**config.mk**
```make
export PLATFORM = sky130hd
export DESIGN_NAME = spi_sample_target_flat
export DESIGN_NICKNAME = d
export VERILOG_FILES = /design/src/rtl/spi_sample_target_pkg.sv /design/src/rtl/spi_sample_target_if.sv /design/src/rtl/spi_sync_edge.sv /design/src/rtl/spi_sample_target.sv /design/src/flat_wrapper.sv
export SDC_FILE = /design/constraint.sdc
export NUM_CORES = 1
export LEC_CHECK = 0
export ABC_AREA = 0
export CORE_UTILIZATION = 31
export DETAILED_ROUTE_END_ITERATION = 6
export GPL_TIMING_DRIVEN = 0
export SYNTH_ARGS = -nofsm -noshare
export SYNTH_HDL_FRONTEND = slang
export SYNTH_SLANG_ARGS = --single-unit
```
**constraint.sdc**
```tcl
create_clock -name wb_clk_i -period 6.9 [get_ports wb_clk_i]
set_input_delay 1.38 -clock wb_clk_i [delete_from_list [all_inputs] [get_ports wb_clk_i]]
set_output_delay 1.38 -clock wb_clk_i [all_outputs]
set_load 0.02 [all_outputs]
```
**src/rtl/spi_sample_target_pkg.sv**
```systemverilog
// Shared pedal SPI definitions: default sample width, sample word type and
// the target-side frame state encoding.
package spi_sample_target_pkg;

  localparam int SPI_WIDTH = 16;

  typedef logic [SPI_WIDTH-1:0] sample_t;

  typedef enum logic [1:0] {
    IDLE,
    SHIFT,
    DONE
  } spi_state_e;

  // Width of a counter that must be able to hold the value n.
  function automatic int cnt_width(input int n);
    return $clog2(n + 1);
  endfunction

endpackage

```
**src/rtl/spi_sample_target_if.sv**
```systemverilog
// SPI pins plus the tx/rx sample streams of the pedal's SPI target.
interface spi_sample_target_if #(
  parameter int WIDTH = 16
);
  logic             sclk_i;
  logic             cs_n_i;
  logic             mosi_i;
  logic             miso_o;
  logic             miso_oe;
  logic [WIDTH-1:0] tx_data;
  logic             tx_valid;
  logic             tx_ready;
  logic [WIDTH-1:0] rx_data;
  logic             rx_valid;
  logic             underrun;
  logic             frame_err;

  modport master (
    output sclk_i, cs_n_i, mosi_i, tx_data, tx_valid,
    input  miso_o, miso_oe, tx_ready, rx_data, rx_valid, underrun, frame_err
  );

  modport slave (
    input  sclk_i, cs_n_i, mosi_i, tx_data, tx_valid,
    output miso_o, miso_oe, tx_ready, rx_data, rx_valid, underrun, frame_err
  );
endinterface

```
**src/rtl/spi_sync_edge.sv**
```systemverilog
// Two-flop synchronizer plus one delay stage, producing single-cycle
// rise/fall pulses for an asynchronous SPI pin.
module spi_sync_edge #(
  parameter logic RESET_VAL = 1'b0
) (
  input  logic clk,
  input  logic rst,
  input  logic din,
  output logic rise,
  output logic fall
);

  logic [1:0] sync_reg;
  logic       dly_reg;
  logic [1:0] fill_reg;
  logic       armed;

  always_ff @(posedge clk or posedge rst) begin
    if (rst) begin
      sync_reg <= {2{RESET_VAL}};
      dly_reg  <= RESET_VAL;
      fill_reg <= 2'd0;
    end else begin
      sync_reg <= {sync_reg[0], din};
      dly_reg  <= sync_reg[1];
      if (fill_reg != 2'd3) begin
        fill_reg <= fill_reg + 2'd1;
      end
    end
  end

  // Suppress edges until every stage holds a real pin sample, so a pin that
  // differs from the reset value does not look like a transition.
  assign armed = (fill_reg == 2'd3);
  assign rise  = armed &  sync_reg[1] & ~dly_reg;
  assign fall  = armed & ~sync_reg[1] &  dly_reg;

endmodule

```
**src/rtl/spi_sample_target.sv**
```systemverilog
// Mode-0 SPI target, fully oversampled in the system clock: one WIDTH-bit
// word per chip-select frame, with a single-entry tx holding register.
module spi_sample_target
  import spi_sample_target_pkg::*;
#(
  parameter int               WIDTH     = SPI_WIDTH,
  parameter logic [WIDTH-1:0] IDLE_WORD = '0
) (
  input  logic               wb_clk_i,
  input  logic               wb_rst_i,
  spi_sample_target_if.slave bus
);

  localparam int         CW       = cnt_width(WIDTH);
  localparam logic [1:0] SYNC_RST = 2'b10;  // {cs_n, sclk} idle levels

  logic [1:0] pin_raw;
  logic [1:0] pin_rise;
  logic [1:0] pin_fall;

  assign pin_raw = {bus.cs_n_i, bus.sclk_i};

  for (genvar gi = 0; gi < 2; gi++) begin : g_sync
    spi_sync_edge #(
      .RESET_VAL(SYNC_RST[gi])
    ) u_sync (
      .clk (wb_clk_i),
      .rst (wb_rst_i),
      .din (pin_raw[gi]),
      .rise(pin_rise[gi]),
      .fall(pin_fall[gi])
    );
  end

  logic sclk_rise, sclk_fall, cs_rise, cs_fall;
  assign sclk_rise = pin_rise[0];
  assign sclk_fall = pin_fall[0];
  assign cs_rise   = pin_rise[1];
  assign cs_fall   = pin_fall[1];

  spi_state_e       state_reg;
  logic [CW-1:0]    bit_cnt_reg;
  logic [WIDTH-1:0] tx_shift_reg;
  logic [WIDTH-1:0] rx_shift_reg;
  logic [WIDTH-1:0] hold_reg;
  logic             tx_ready_reg;
  logic [1:0]       mosi_sync_reg;
  logic             miso_reg;
  logic             miso_oe_reg;
  logic [WIDTH-1:0] rx_data_reg;
  logic             rx_pend_reg;
  logic             rx_valid_reg;
  logic             underrun_reg;
  logic             frame_err_reg;
  logic             tx_fire;

  assign tx_fire = bus.tx_valid & tx_ready_reg;

  always_ff @(posedge wb_clk_i or posedge wb_rst_i) begin
    if (wb_rst_i) begin
      state_reg     <= IDLE;
      bit_cnt_reg   <= '0;
      tx_shift_reg  <= '0;
      rx_shift_reg  <= '0;
      hold_reg      <= '0;
      tx_ready_reg  <= 1'b1;
      mosi_sync_reg <= 2'b00;
      miso_reg      <= 1'b0;
      miso_oe_reg   <= 1'b0;
      rx_data_reg   <= '0;
      rx_pend_reg   <= 1'b0;
      rx_valid_reg  <= 1'b0;
      underrun_reg  <= 1'b0;
      frame_err_reg <= 1'b0;
    end else begin
      mosi_sync_reg <= {mosi_sync_reg[0], bus.mosi_i};
      underrun_reg  <= 1'b0;
      frame_err_reg <= 1'b0;
      rx_pend_reg   <= 1'b0;
      rx_valid_reg  <= rx_pend_reg;

      if (tx_fire) begin
        hold_reg     <= bus.tx_data;
        tx_ready_reg <= 1'b0;
      end

      case (state_reg)
        IDLE: begin
          if (cs_fall) begin
            state_reg   <= SHIFT;
            bit_cnt_reg <= '0;
            miso_oe_reg <= 1'b1;
            if (!tx_ready_reg) begin
              tx_shift_reg <= hold_reg;
              miso_reg     <= hold_reg[WIDTH-1];
              tx_ready_reg <= 1'b1;
            end else if (tx_fire) begin
              // Word arriving exactly at frame start bypasses the holding register.
              tx_shift_reg <= bus.tx_data;
              miso_reg     <= bus.tx_data[WIDTH-1];
              tx_ready_reg <= 1'b1;
            end else begin
              tx_shift_reg <= IDLE_WORD;
              miso_reg     <= IDLE_WORD[WIDTH-1];
              underrun_reg <= 1'b1;
            end
          end
        end
        SHIFT: begin
          if (cs_rise) begin
            state_reg     <= IDLE;
            miso_oe_reg   <= 1'b0;
            miso_reg      <= 1'b0;
            frame_err_reg <= 1'b1;
          end else if (sclk_rise) begin
            rx_shift_reg <= {rx_shift_reg[WIDTH-2:0], mosi_sync_reg[1]};
            bit_cnt_reg  <= bit_cnt_reg + 1'b1;
            if (bit_cnt_reg == CW'(WIDTH - 1)) begin
              rx_data_reg <= {rx_shift_reg[WIDTH-2:0], mosi_sync_reg[1]};
              rx_pend_reg <= 1'b1;
              miso_reg    <= 1'b0;
              state_reg   <= DONE;
            end
          end else if (sclk_fall) begin
            tx_shift_reg <= tx_shift_reg << 1;
            miso_reg     <= tx_shift_reg[WIDTH-2];
          end
        end
        DONE: begin
          if (cs_rise) begin
            state_reg   <= IDLE;
            miso_oe_reg <= 1'b0;
            miso_reg    <= 1'b0;
          end
        end
        default: state_reg <= IDLE;
      endcase
    end
  end

  assign bus.miso_o    = miso_reg;
  assign bus.miso_oe   = miso_oe_reg;
  assign bus.tx_ready  = tx_ready_reg;
  assign bus.rx_data   = rx_data_reg;
  assign bus.rx_valid  = rx_valid_reg;
  assign bus.underrun  = underrun_reg;
  assign bus.frame_err = frame_err_reg;

endmodule

```
**src/flat_wrapper.sv**
```systemverilog
// flat-port wrapper written by rule: the top's interface ports become plain ports
module spi_sample_target_flat import spi_sample_target_pkg::*;
#(
  parameter int               WIDTH     = SPI_WIDTH,
  parameter logic [WIDTH-1:0] IDLE_WORD = '0
)
  (wb_clk_i, wb_rst_i, bus_sclk_i, bus_cs_n_i, bus_mosi_i, bus_tx_data, bus_tx_valid, bus_miso_o, bus_miso_oe, bus_tx_ready, bus_rx_data, bus_rx_valid, bus_underrun, bus_frame_err);
  spi_sample_target_if #(.WIDTH(WIDTH)) bus_i ();
  input  logic wb_clk_i;
  input  logic wb_rst_i;
  input wire logic [$bits(bus_i.sclk_i)-1:0] bus_sclk_i;
  input wire logic [$bits(bus_i.cs_n_i)-1:0] bus_cs_n_i;
  input wire logic [$bits(bus_i.mosi_i)-1:0] bus_mosi_i;
  input wire logic [$bits(bus_i.tx_data)-1:0] bus_tx_data;
  input wire logic [$bits(bus_i.tx_valid)-1:0] bus_tx_valid;
  output wire logic [$bits(bus_i.miso_o)-1:0] bus_miso_o;
  output wire logic [$bits(bus_i.miso_oe)-1:0] bus_miso_oe;
  output wire logic [$bits(bus_i.tx_ready)-1:0] bus_tx_ready;
  output wire logic [$bits(bus_i.rx_data)-1:0] bus_rx_data;
  output wire logic [$bits(bus_i.rx_valid)-1:0] bus_rx_valid;
  output wire logic [$bits(bus_i.underrun)-1:0] bus_underrun;
  output wire logic [$bits(bus_i.frame_err)-1:0] bus_frame_err;
  assign bus_i.sclk_i = bus_sclk_i;
  assign bus_i.cs_n_i = bus_cs_n_i;
  assign bus_i.mosi_i = bus_mosi_i;
  assign bus_i.tx_data = bus_tx_data;
  assign bus_i.tx_valid = bus_tx_valid;
  assign bus_miso_o = bus_i.miso_o;
  assign bus_miso_oe = bus_i.miso_oe;
  assign bus_tx_ready = bus_i.tx_ready;
  assign bus_rx_data = bus_i.rx_data;
  assign bus_rx_valid = bus_i.rx_valid;
  assign bus_underrun = bus_i.underrun;
  assign bus_frame_err = bus_i.frame_err;
  spi_sample_target #(.WIDTH(WIDTH), .IDLE_WORD(IDLE_WORD)) u_core (.wb_clk_i(wb_clk_i), .wb_rst_i(wb_rst_i), .bus(bus_i));
endmodule
```
# [Word level (Yosys, flattened, before mapping)]
# Cells that the tools add are included.
[totals] ff_bits=88 in_bits=22 elab_cells=110
[classes] add_sub_neg=3 eq_ne=18 n_mux=43 bitwise=14 n_reduce_logical=12
[ops] operator="15-bit 2-to-1 mux" n=6
[ops] operator="15-bit one-hot mux with 2 select lines" n=1
[ops] operator="1-bit 2-to-1 mux" n=24
[ops] operator="5-bit 2-to-1 mux" n=3
[ops] operator="2-bit inequality test (second input constant)" n=6
[ops] operator="4-bit AND reduction" n=3
[ops] operator="2-bit 2-to-1 mux" n=5
[ops] operator="5-bit one-hot mux with 2 select lines" n=1
[ops] operator="5-bit AND reduction" n=2
[ops] operator="1-bit AND" n=9
[ops] operator="2-bit equality test (second input constant)" n=3
[ops] operator="2-bit by 1-bit inequality test with 1-bit output (second input constant)" n=3
[ops] operator="2-bit one-hot mux with 3 select lines" n=1
[ops] operator="3-bit AND reduction" n=2
[ops] operator="5-bit by 1-bit adder with 5-bit output (second input constant)" n=1
[ops] operator="5-bit by 4-bit equality test with 1-bit output (second input constant)" n=1
[ops] operator="1-bit inverter" n=5
[ops] operator="2-bit by 1-bit adder with 2-bit output (second input constant)" n=2
[ops] operator="4-bit by 2-bit inequality test with 1-bit output (second input constant)" n=1
[ops] operator="4-bit by 3-bit inequality test with 1-bit output (second input constant)" n=1
[ops] operator="2-bit nonzero test" n=2
[ops] operator="3-bit by 1-bit inequality test with 1-bit output (second input constant)" n=1
[ops] operator="3-bit by 2-bit inequality test with 1-bit output (second input constant)" n=1
[ops] operator="1-bit one-hot mux with 3 select lines" n=1
[ops] operator="5 further kinds" n=5

# [Longest topological paths before layout]
[depth] depth_word=7 mapped_depth=8 depth_no_buf=6

# [Modules after synthesis]
# Synthesis repeated with hierarchy kept, for this count alone.
[unflattened] hier_cells=330 hier_area_um2=3806.2
[by_module_without_submodules] mod="spi_sample_target" instances=1 cells_per_inst=308 area_each_um2=3432.0 seq_area_each_um2=1953.1
[by_module_without_submodules] mod="spi_sync_edge (u_core.g_sync[1].u_sync)" instances=1 cells_per_inst=11 area_each_um2=188.9 seq_area_each_um2=128.9
[by_module_without_submodules] mod="spi_sync_edge (u_core.g_sync[0].u_sync)" instances=1 cells_per_inst=11 area_each_um2=185.2 seq_area_each_um2=125.1

# [Least setup slack after synthesis]
# No wires, ideal clock.
[synth_timing] kind="input to register" from="input port bus_tx_valid" to="register u_core.miso_reg, in the netlist u_core.bus.miso_o" setup_ns=0.125 t_arrival_ns=2.178 required_time_ns=6.775 setup_slack_ns=4.597 path_stages=5 path_cell_list="and2_1 > clkbuf_1 > a21oi_1 > o22ai_1 > mux2_2"
[synth_via] elab_chain_len=5
[synth_lines] element="start, declared" line_no="flat_wrapper.sv:15" text="input wire logic [$bits(bus_i.tx_valid)-1:0] bus_tx_valid;"
[synth_lines] element="1-bit AND" line_no="spi_sample_target.sv:57" text="assign tx_fire = bus.tx_valid & tx_ready_reg;"
[synth_lines] element="1-bit 2-to-1 mux" line_no="spi_sample_target.sv:97" text="end else if (tx_fire) begin"
[synth_lines] element="1-bit 2-to-1 mux" line_no="spi_sample_target.sv:93" text="if (!tx_ready_reg) begin"
[synth_lines] element="1-bit 2-to-1 mux" line_no="spi_sample_target.sv:89" text="if (cs_fall) begin"
[synth_lines] element="1-bit one-hot mux with 3 select lines" line_no="spi_sample_target.sv:87" text="case (state_reg)"
[synth_lines] element="end signal, assigned" line_no="spi_sample_target.sv:95" text="miso_reg <= hold_reg[WIDTH-1];"
[synth_lines] element="end signal, assigned" line_no="spi_sample_target.sv:100" text="miso_reg <= bus.tx_data[WIDTH-1];"
[synth_lines] element="end signal, assigned" line_no="spi_sample_target.sv:104" text="miso_reg <= IDLE_WORD[WIDTH-1];"
[synth_lines] element="end, declared" line_no="spi_sample_target.sv:48" text="logic miso_reg;"
# No other way between the ends. The select of a mux whose other input is x is not followed.
# A chain may end at the register's enable or synchronous reset.

# [Worst setup path after layout]
[layout_timing] from="register u_core.tx_ready_reg, in the netlist u_core.bus.tx_ready" to="output port bus_tx_ready"
[layout_rtl] element="start, declared" line_no="spi_sample_target.sv:46" text="logic tx_ready_reg;"
[layout_rtl] element="start signal, assigned" line_no="spi_sample_target.sv:66" text="tx_ready_reg <= 1'b1;"
[layout_rtl] element="start signal, assigned" line_no="spi_sample_target.sv:84" text="tx_ready_reg <= 1'b0;"
[layout_rtl] element="start signal, assigned" line_no="spi_sample_target.sv:96" text="tx_ready_reg <= 1'b1;"
[layout_rtl] element="end, declared" line_no="flat_wrapper.sv:18" text="output wire logic [$bits(bus_i.tx_ready)-1:0] bus_tx_ready;"
# No word-level cell between the ends.

==> metrics <==
status=finished, final reports clean; CTS tree=yes; PostCTS Resize Cnt=0; CP Max Fanout=11; vias per inst=4.60; # fillers=1,189; largest net degree at the start of global routing=48; Worst slew margin=62.6%; DRT iter0 DRCs=166; skew final=0.00559 ns; Post-synth EDFFs=0; starting density of the core=32.1%; Top FF cell, synth=dfrtp_1; Remaining DRCs=0; share of layout cells above drive strength 1=23.1%; critical path, cell by cell=clkdlybuf4s50_1; power per cell area=362 nW/um^2; Tot GR Track Use=13.3%; grt total ovfl=0; vias in the first global route=2,673; complex-gate fraction of the synthesized area=7.44%; crit path buf inv count=1; Hold WC Path Type=flip-flop to flip-flop; max_cap viols=0; Die Y=114 um; number of buffers created by CTS=9; Antenna Nets Post-Route=0; synthesized instance count=326; Skew-Pair Late Insertion Delay=0.34 ns; Final nets=411; pre-CTS setup slack=3.83 ns; DP HPWL=5.12 mm; kind of critical path=flip-flop to output pin; ANT cells=0; arrival time worst endpoint=1.64 ns; Post-CTS Setup Inserts=0; mux share of post-synthesis cell area=15.2%; clk buf depth=2; Peak Freq=331 MHz; Slowest Stage Delay on Critical Path=0.65 ns; Final Cycle Share=43.8%; Final Max Slew Viols=0; routability congestion estimate=0.836; antenna violations before repair=0; synth top area cells=dfrtp_1, mux2_2, nand2_1; xor and xnor fraction of the mapped netlist area=0.451%; CP endpoint kind=output pin; Max VDD drop=162 uV; asr flop ratio synth=100%; core area=12,100 um^2; RSZ-0062 raised after global routing=no; syn_nets=356; storage element area=2210 um^2; worst setup margin=3.88 ns; Synth Area in Simple Gates=14.5%; synthesized area per cell=11.9 um^2; Fin Setup TNS=0 ns; final hold viol count=0; Leak=2.24 nW; final wirelength=7.67 mm; overall die area=13,000 um^2; PortBufs=43; P&R area growth vs syn=25.1%; largest family of logic cells by synthesized area=multiplexers; drt wl/cell=13.9 um; area taken by multi-input logic gates=1560 um^2; Startpoint Class=flip-flop; CP Data Required Time=5.52 ns; row cnt=40; Ports=44; min cycle time layout=3.02 ns; Die Width=114 um; Least-Margin Pin Slew=0.562 ns; Synth area leader=dfrtp_1; Synth Cell Area=3880 um^2; total iterations of the first detailed-routing run=4; critical path's top delay family=flip-flops; Final setup viols=0; Synth Area in Adders=2.58%; slowest CP cell=dfstp_2; Post-CTS Hold Buffers=0; first-pass GRT wire length=13.2 mm; Max H-tree Level=3; register area share after synthesis=56.8%; unique cell type count in the Yosys netlist=49; Clock Sink Count=88; DR vias=2,545; Reg clk slew, reported paths=0.06 ns; Root Buffer=clkbuf_16; top cell type's share of synthesized area=54.1%; Yosys reg bits=88; Synthesis Warnings=0
## power breakdown
group / switching, mW / internal (mW) / total [mW]
Combinational: 0.255 / 0.267 / 0.523
Clock: 0.202 / 0.300 / 0.502
Sequential: 0.0839 / 0.651 / 0.735
Total: 0.541 / 1.22 / 1.76
## synthesized netlist by cell type (3+ instances only)
library cell	count
dfrtp_1	84
nand2_1	55
mux2_2	39
nor2_1	16
nand2b_1	14
a31oi_1	12
mux2_4	10
o21ai_0	9
a21oi_1	8
ha_1	8
inv_1	6
nand3_1	5
clkbuf_1	4
dfstp_2	4
nor2b_1	4
and3_1	3
buf_2	3
## path summary, 6_finish.rpt
path	from	end	slack, ns	cells after the start
worst max-delay path	u_core.bus.tx_ready$_DFF_PP1_	bus_tx_ready	3.88	1
worst min-delay path	u_core.g_sync[0].u_sync.sync_reg[0]$_DFF_PP0_	u_core.g_sync[0].u_sync.sync_reg[1]$_DFF_PP0_	0.35	0
worst max register to register	u_core.state_reg[1]$_DFFE_PP0P_	u_core.rx_shift_reg[4]$_DFFE_PP0P_	4.63	7
worst min register to register	u_core.g_sync[0].u_sync.sync_reg[0]$_DFF_PP0_	u_core.g_sync[0].u_sync.sync_reg[1]$_DFF_PP0_	0.35	0
max in group asynchronous	wb_rst_i	u_core.g_sync[1].u_sync.sync_reg[0]$_DFF_PP1_	4.77	3
min in group asynchronous	wb_rst_i	u_core.bus.rx_valid$_DFF_PP0_	1.45	2
## cell type report
cell class | instances | share of cell area (%)
Clock buffer | 11 | 5.20
Inverter | 7 | 0.592
Timing Repair Buffer | 44 | 9.43
Clock inverter | 4 | 1.08
Sequential cell | 88 | 45.4
Buffer | 13 | 1.83
Tap cell | 168 | 4.33
Multi-Input combinational cell | 218 | 32.1
## per-layer routing
metal  vias up  global-route usage, %  wire (um)  part of all wire [%]
met5         -                      0          0                     0
met4         0                   3.64         79                   1.0
met3         9                   4.20        344                   4.5
met2        48                   20.1       3420                    45
met1      1250                   18.3       3830                    50
li1       1238                      -          -                     -
## layout by cell type (no fill, tap or decap), types with 5 or more instances in the layout
cell,synthesis,layout
a21oi_1,8,8
a31oi_1,12,12
clkbuf_16,0,9
clkdlybuf4s50_1,0,43
dfrtp_1,84,84
ha_1,8,8
inv_1,6,5
mux2_2,39,39
mux2_4,10,10
nand2_1,55,55
nand2b_1,14,14
nand3_1,5,5
nor2_1,16,16
o21ai_0,9,9
## logic make-up after synthesis
family,Yosys count
buffers and inverters,20
adder cells (fa/ha/maj),8
multiplexers,49
AO/OA/AOI/OAI,44
AND/OR/NAND/NOR,115
XOR/XNOR,2
flip-flops,88
## per-stage QoR
stage / std cells / util, % / total power, mW / instance area, um^2 / hold WS [ns]
2_1_floorplan: 326 / - / 1.13 / 3880 / 0.331
3_3_place_gp: 537 / 37.3 / 1.25 / 4520 / 0.334
3_5_place_dp: 538 / 37.6 / 1.27 / 4550 / 0.344
4_1_cts: 553 / 40.1 / 1.78 / 4860 / 0.357
5_1_grt: 553 / 40.1 / 1.87 / 4860 / 0.358
6_report: 553 / 40.1 / 1.76 / 4860 / 0.352
No activity file was read; power rests on OpenSTA's default activity.
==> RTL change 1: new RTL, config.mk and constraints unchanged <==
Reset style: synchronous (`rst` and `wb_rst_i`), changed in 2 clocked blocks. Comments in the files are not updated.
--- a/src/rtl/spi_sync_edge.sv
+++ b/src/rtl/spi_sync_edge.sv
@@ -15,7 +15,7 @@
   logic [1:0] fill_reg;
   logic       armed;
 
-  always_ff @(posedge clk or posedge rst) begin
+  always_ff @(posedge clk) begin
     if (rst) begin
       sync_reg <= {2{RESET_VAL}};
       dly_reg  <= RESET_VAL;
--- a/src/rtl/spi_sample_target.sv
+++ b/src/rtl/spi_sample_target.sv
@@ -56,7 +56,7 @@
 
   assign tx_fire = bus.tx_valid & tx_ready_reg;
 
-  always_ff @(posedge wb_clk_i or posedge wb_rst_i) begin
+  always_ff @(posedge wb_clk_i) begin
     if (wb_rst_i) begin
       state_reg     <= IDLE;
       bit_cnt_reg   <= '0;
Behaviour: differs if wb_rst_i is asserted again (counterexample within 4 cycles, from zero or initial values and one cycle with wb_rst_i high); with wb_rst_i held inactive, the same outputs for 10 cycles.
==> RTL change 1 against the original RTL <==
The run now ends with DRC left; final cell count up 6.3%; final area down 4.7%; wire length up 8.0%; sequential cell count unchanged; worst setup slack better by 0.18 ns; via count up 13%; first-iteration DRC count up 5.4%; synthesized cell count up 19%; area after synthesis down 4.7%; non-clock buffer count up 12.
Power is not compared: it rests on default switching activity, and its combinational part moved more than twofold at a synthesized area within 25%.
==> RTL change 1: results (changes against the original RTL) <==
status=complete, but fails checks; violated checks=DRC; Hold Crit Start=u_core.g_sync[1].u_sync.sync_reg[0]$_SDFF_PP1_; VDD IR-drop max=0.000153 V; routed wire length=8.28 mm (+8.0%); hold depth=1 (+1); FFs w/ async S/R, synth=0 (-1.00); Clk. pwr=between 0.0005 and 0.0006 W; Nets=471 (+15%); Post-synth top cells=88 x dfxtp_1, 58 x nand2_1, 50 x mux2i_1; worst slack at placement=3.73 ns (-0.101 ns); Hold EP=u_core.g_sync[1].u_sync.sync_reg[1]$_SDFF_PP1_; critical path's top delay family=buffers and inverters; crit path capture=u_core.tx_shift_reg[12]$_SDFFE_PP0P_; Seq/Total Area, Yosys=0.476 (-0.0922); first-pass GRT wire length=13.8 mm (+4.5%); Sw Share=0.249; syn nets=418 (+17%); CTS resizes=0 (unchanged); clock latency on the worst-skew pair=0.34 ns (about the same); routability cong.=0.751 (-10%); CP Max Fanout=10 (-1); gr usage total=0.140 (+0.00722); Reg2Reg Depth=9 (+2); minimum clock period=2.85 ns (-0.178 ns); top cells by area, synth=dfxtp_1 48%, mux2i_1 14%, nand2_1 5.9%; hold slack=0.425 ns (+0.0722 ns); flop-to-flop setup slack=4.84 ns (+0.21 ns); antenna cells=0 (unchanged); R2R Path Start=u_core.bit_cnt_reg[0]$_SDFFE_PP0P_; Mapped Cells=387 (+19%); Max stage delay on crit path=0.54 ns (-0.11 ns); FILL cells=1177 (-1.0%); port buffer count=42 (-2.3%); Clk pwr share=0.434; Vias=2873 (+13%); placed insts=572 (+6.3%); Worst setup startpoint=bus_tx_valid; warnings from Yosys=0 (unchanged); Slew @ Worst Pin=0.557 ns (-0.00490 ns); class of the worst hold path=flip-flop to flip-flop; Final Non-Filler Cells=588 (+6.3%); largest net degree at the start of global routing=16 (-67%); Clock transition at path regs=0.06 ns (about the same); Leakage Power=1.98 nW; share of layout cells above drive strength 1=0.0697 (-0.162); gr ovfl total=0 (unchanged); dpl hpwl=5.83 mm (+14%); final setup skew=0.00917 ns (+0.00358 ns); r2r endpoint=u_core.bus.rx_data[3]$_SDFFE_PP0P_; DRC viols=13 (+13); sequential power=0.000537 W; DP Area=0.00430 mm^2 (-5.6%); Critical Path AT=3.11 ns (+1.47 ns); drt first pass iters=6 (+2); DRT iter0 DRCs=175 (+5.4%); CP max stage cell=clkdlybuf4s50_1; Synth cell types=47 (-4.1%); initial antenna violation count=0 (unchanged); vias in the first global route=2849 (+6.6%)
## RTL change 1: layer usage
| layer | track usage | vias to the layer above | share of wire |
|---|---|---|---|
| met5 | 0 | - | 0 |
| met3 | 0.0448 | 6 | 0.052 |
| met2 | 0.229 | 59 | 0.46 |
| met4 | 0.0378 | 0 | 0.0092 |
| li1 | - | 1469 | - |
| met1 | 0.176 | 1339 | 0.48 |
## RTL change 1: logic make-up (layout without fill, tap and decap cells)
logic type,after synthesis,in the layout,share of synthesized area
buf+inv,35,93,0.0480
compound gates,70,70,0.140
mux,50,50,0.135
xor+xnor,2,2,0.00474
flops,88,88,0.476
fa+ha+maj,9,9,0.0304
simple gates,133,133,0.165
## RTL change 1: cell type report
class	instances	area, um^2	share of cell area
Sequential cell	88	1760	0.381
Multi-Input combinational cell	264	1760	0.380
Timing Repair Buffer	42	420	0.0908
Clock buffer	10	239	0.0516
Tap cell	143	179	0.0387
Buffer	27	148	0.0319
Clock inverter	6	91.3	0.0197
Inverter	8	30.0	0.00649
==> RTL change 2: new RTL, same flow settings <==
Without the edit above. Change the package constant `SPI_WIDTH` from 16 to 12.
--- a/src/rtl/spi_sample_target_pkg.sv
+++ b/src/rtl/spi_sample_target_pkg.sv
@@ -2,7 +2,7 @@
 // the target-side frame state encoding.
 package spi_sample_target_pkg;
 
-  localparam int SPI_WIDTH = 16;
+  localparam int SPI_WIDTH = 12;
 
   typedef logic [SPI_WIDTH-1:0] sample_t;
 
Interface: changed (resized bus_rx_data and bus_tx_data); port bits go from 44 to 36. No check against the original RTL was run, so the function may have changed too.
==> RTL change 2 against the original RTL <==
Sequential share of layout area grew 1.2 points; sequential cell count down 17; combinational power fell by 32%; wire length is 26% lower; total power shrank 27%; critical path depth unchanged; register-to-register slack improved by 0.30 ns; worst setup slack better by 0.082 ns; die area down 20%; area after synthesis down 20%; count of clock-buffer cells in the layout shrank 1; final area fell by 21%; critical path type unchanged; highest routed layer unchanged.
==> RTL change 2: results (changes against the original RTL) <==
Vias=1998 (-21%); Slew @ Worst Pin=0.849 ns (+0.288 ns); Num CTS Buffers=9 (unchanged); Leakage Power=1.74 nW (-23%); Critical Path AT=1.56 ns (-0.08 ns); drt first pass iters=4 (unchanged); largest net degree at the start of global routing=72 (+50%); status=finished clean; class of the worst hold path=flip-flop to flip-flop; CTS H-tree depth=3 (unchanged); Nets=332 (-19%); critical path's top delay family=buffers and inverters; FFs w/ async S/R, synth=1.00 (unchanged); clock latency on the worst-skew pair=about 0.35 ns; Clock transition at path regs=0.08 ns (+0.02 ns); commonest non-fill, non-tap cell in the layout=dfrtp_1; Post-synth top cells=67 x dfrtp_1, 42 x nand2_1, 25 x mux2_2; Max stage delay on crit path=0.62 ns (-0.03 ns); port buffer count=35 (-19%); routability cong.=0.741 (-11%); Setup Buffers After CTS=0 (unchanged); share of layout cells above drive strength 1=0.215 (-0.0164); final setup skew=0.00716 ns (+0.00158 ns); vias in the first global route=1920 (-28%); Seq/Total Area, Yosys=0.574 (+0.00525); Reg2Reg Depth=7 (unchanged); dpl hpwl=3.87 mm (-24%); CP max stage cell=clkdlybuf4s50_1; hold depth=0 (unchanged); Max Slew Vio Count=0 (unchanged); DRT iter0 DRCs=63 (-62%); initial antenna violation count=0 (unchanged); top cells by area, synth=dfrtp_1 54%, mux2_2 9.1%, nand2_1 5.1%; gr usage total=0.118 (-0.0149); VDD IR-drop max=0.000155 V (-4.3%); routed len/inst=12.7 um (-8.4%); Max Root-Sink Buffers=2 (unchanged); FILL cells=961 (-19%); Sw Share=0.318 (+0.0103); root buffer cell=clkbuf_8; CTS resizes=0 (unchanged); first-pass GRT wire length=9.27 mm (-30%); syn nets=286 (-20%); Synth cell types=40 (-18%); CP Max Fanout=7 (-4); antenna cells=0 (unchanged); warnings from Yosys=0 (unchanged)
## RTL change 2: final cells by class
type | instances | area share
Buffer | 10 | 0.0151
Inverter | 9 | 0.00949
Clock buffer | 10 | 0.0334
Clock inverter | 6 | 0.0187
Timing Repair Buffer | 35 | 0.0916
Multi-Input combinational cell | 171 | 0.322
Tap cell | 133 | 0.0435
Sequential cell | 71 | 0.466
## RTL change 2: kinds of logic after synthesis
kind of cell	count (synthesis)	share of synthesized area
AND/OR/NAND/NOR	89	0.144
flip-flops	71	0.574
multiplexers	40	0.155
AO/OA/AOI/OAI	33	0.0637
buffers and inverters	19	0.0294
adder cells (fa/ha/maj)	7	0.0282
XOR/XNOR	2	0.00564
## RTL change 2: final timing paths
path	from	end	slack [ns]
worst max-delay path	u_core.bus.tx_ready$_DFF_PP1_	bus_tx_ready	3.96
worst min-delay path	u_core.g_sync[0].u_sync.sync_reg[0]$_DFF_PP0_	u_core.g_sync[0].u_sync.sync_reg[1]$_DFF_PP0_	0.35
worst max register to register	u_core.g_sync[1].u_sync.fill_reg[0]$_DFFE_PP0P_	u_core.tx_shift_reg[8]$_DFFE_PP0P_	4.93
worst min register to register	u_core.g_sync[0].u_sync.sync_reg[0]$_DFF_PP0_	u_core.g_sync[0].u_sync.sync_reg[1]$_DFF_PP0_	0.35
max in group asynchronous	wb_rst_i	u_core.bit_cnt_reg[1]$_DFFE_PP0P_	4.79
min in group asynchronous	wb_rst_i	u_core.hold_reg[3]$_DFFE_PP0P_	1.56
## RTL change 2: per-layer routing
metal,track usage,up-vias,routed length [um]
li1,-,988,-
met1,0.154,973,2720
met2,0.179,25,2630
met3,0.0260,12,143
met4,0.0692,0,151
met5,0,-,0
## RTL change 2: metrics by stage
step                      cells  area, um^2  hold WS, ns  setup slack (ns)
after floorplan             261        3110        0.331              3.73
after global placement      429        3620        0.333              2.49
after detailed placement    429        3620        0.335              3.80
after CTS                   445        3820        0.354              3.92
after global routing        445        3820        0.362              3.90
final                       445        3820        0.351              3.96
## RTL change 2: power by group through the flow
stage	Combinational, W	Clock (W)	Sequential, W
floorplan	0.000265	0	0.000594
global placement	0.000350	0	0.000600
detailed placement	0.000361	0	0.000603
CTS	0.000361	0.000343	0.000595
global route	0.000399	0.000359	0.000612
finish	0.000354	0.000330	0.000594
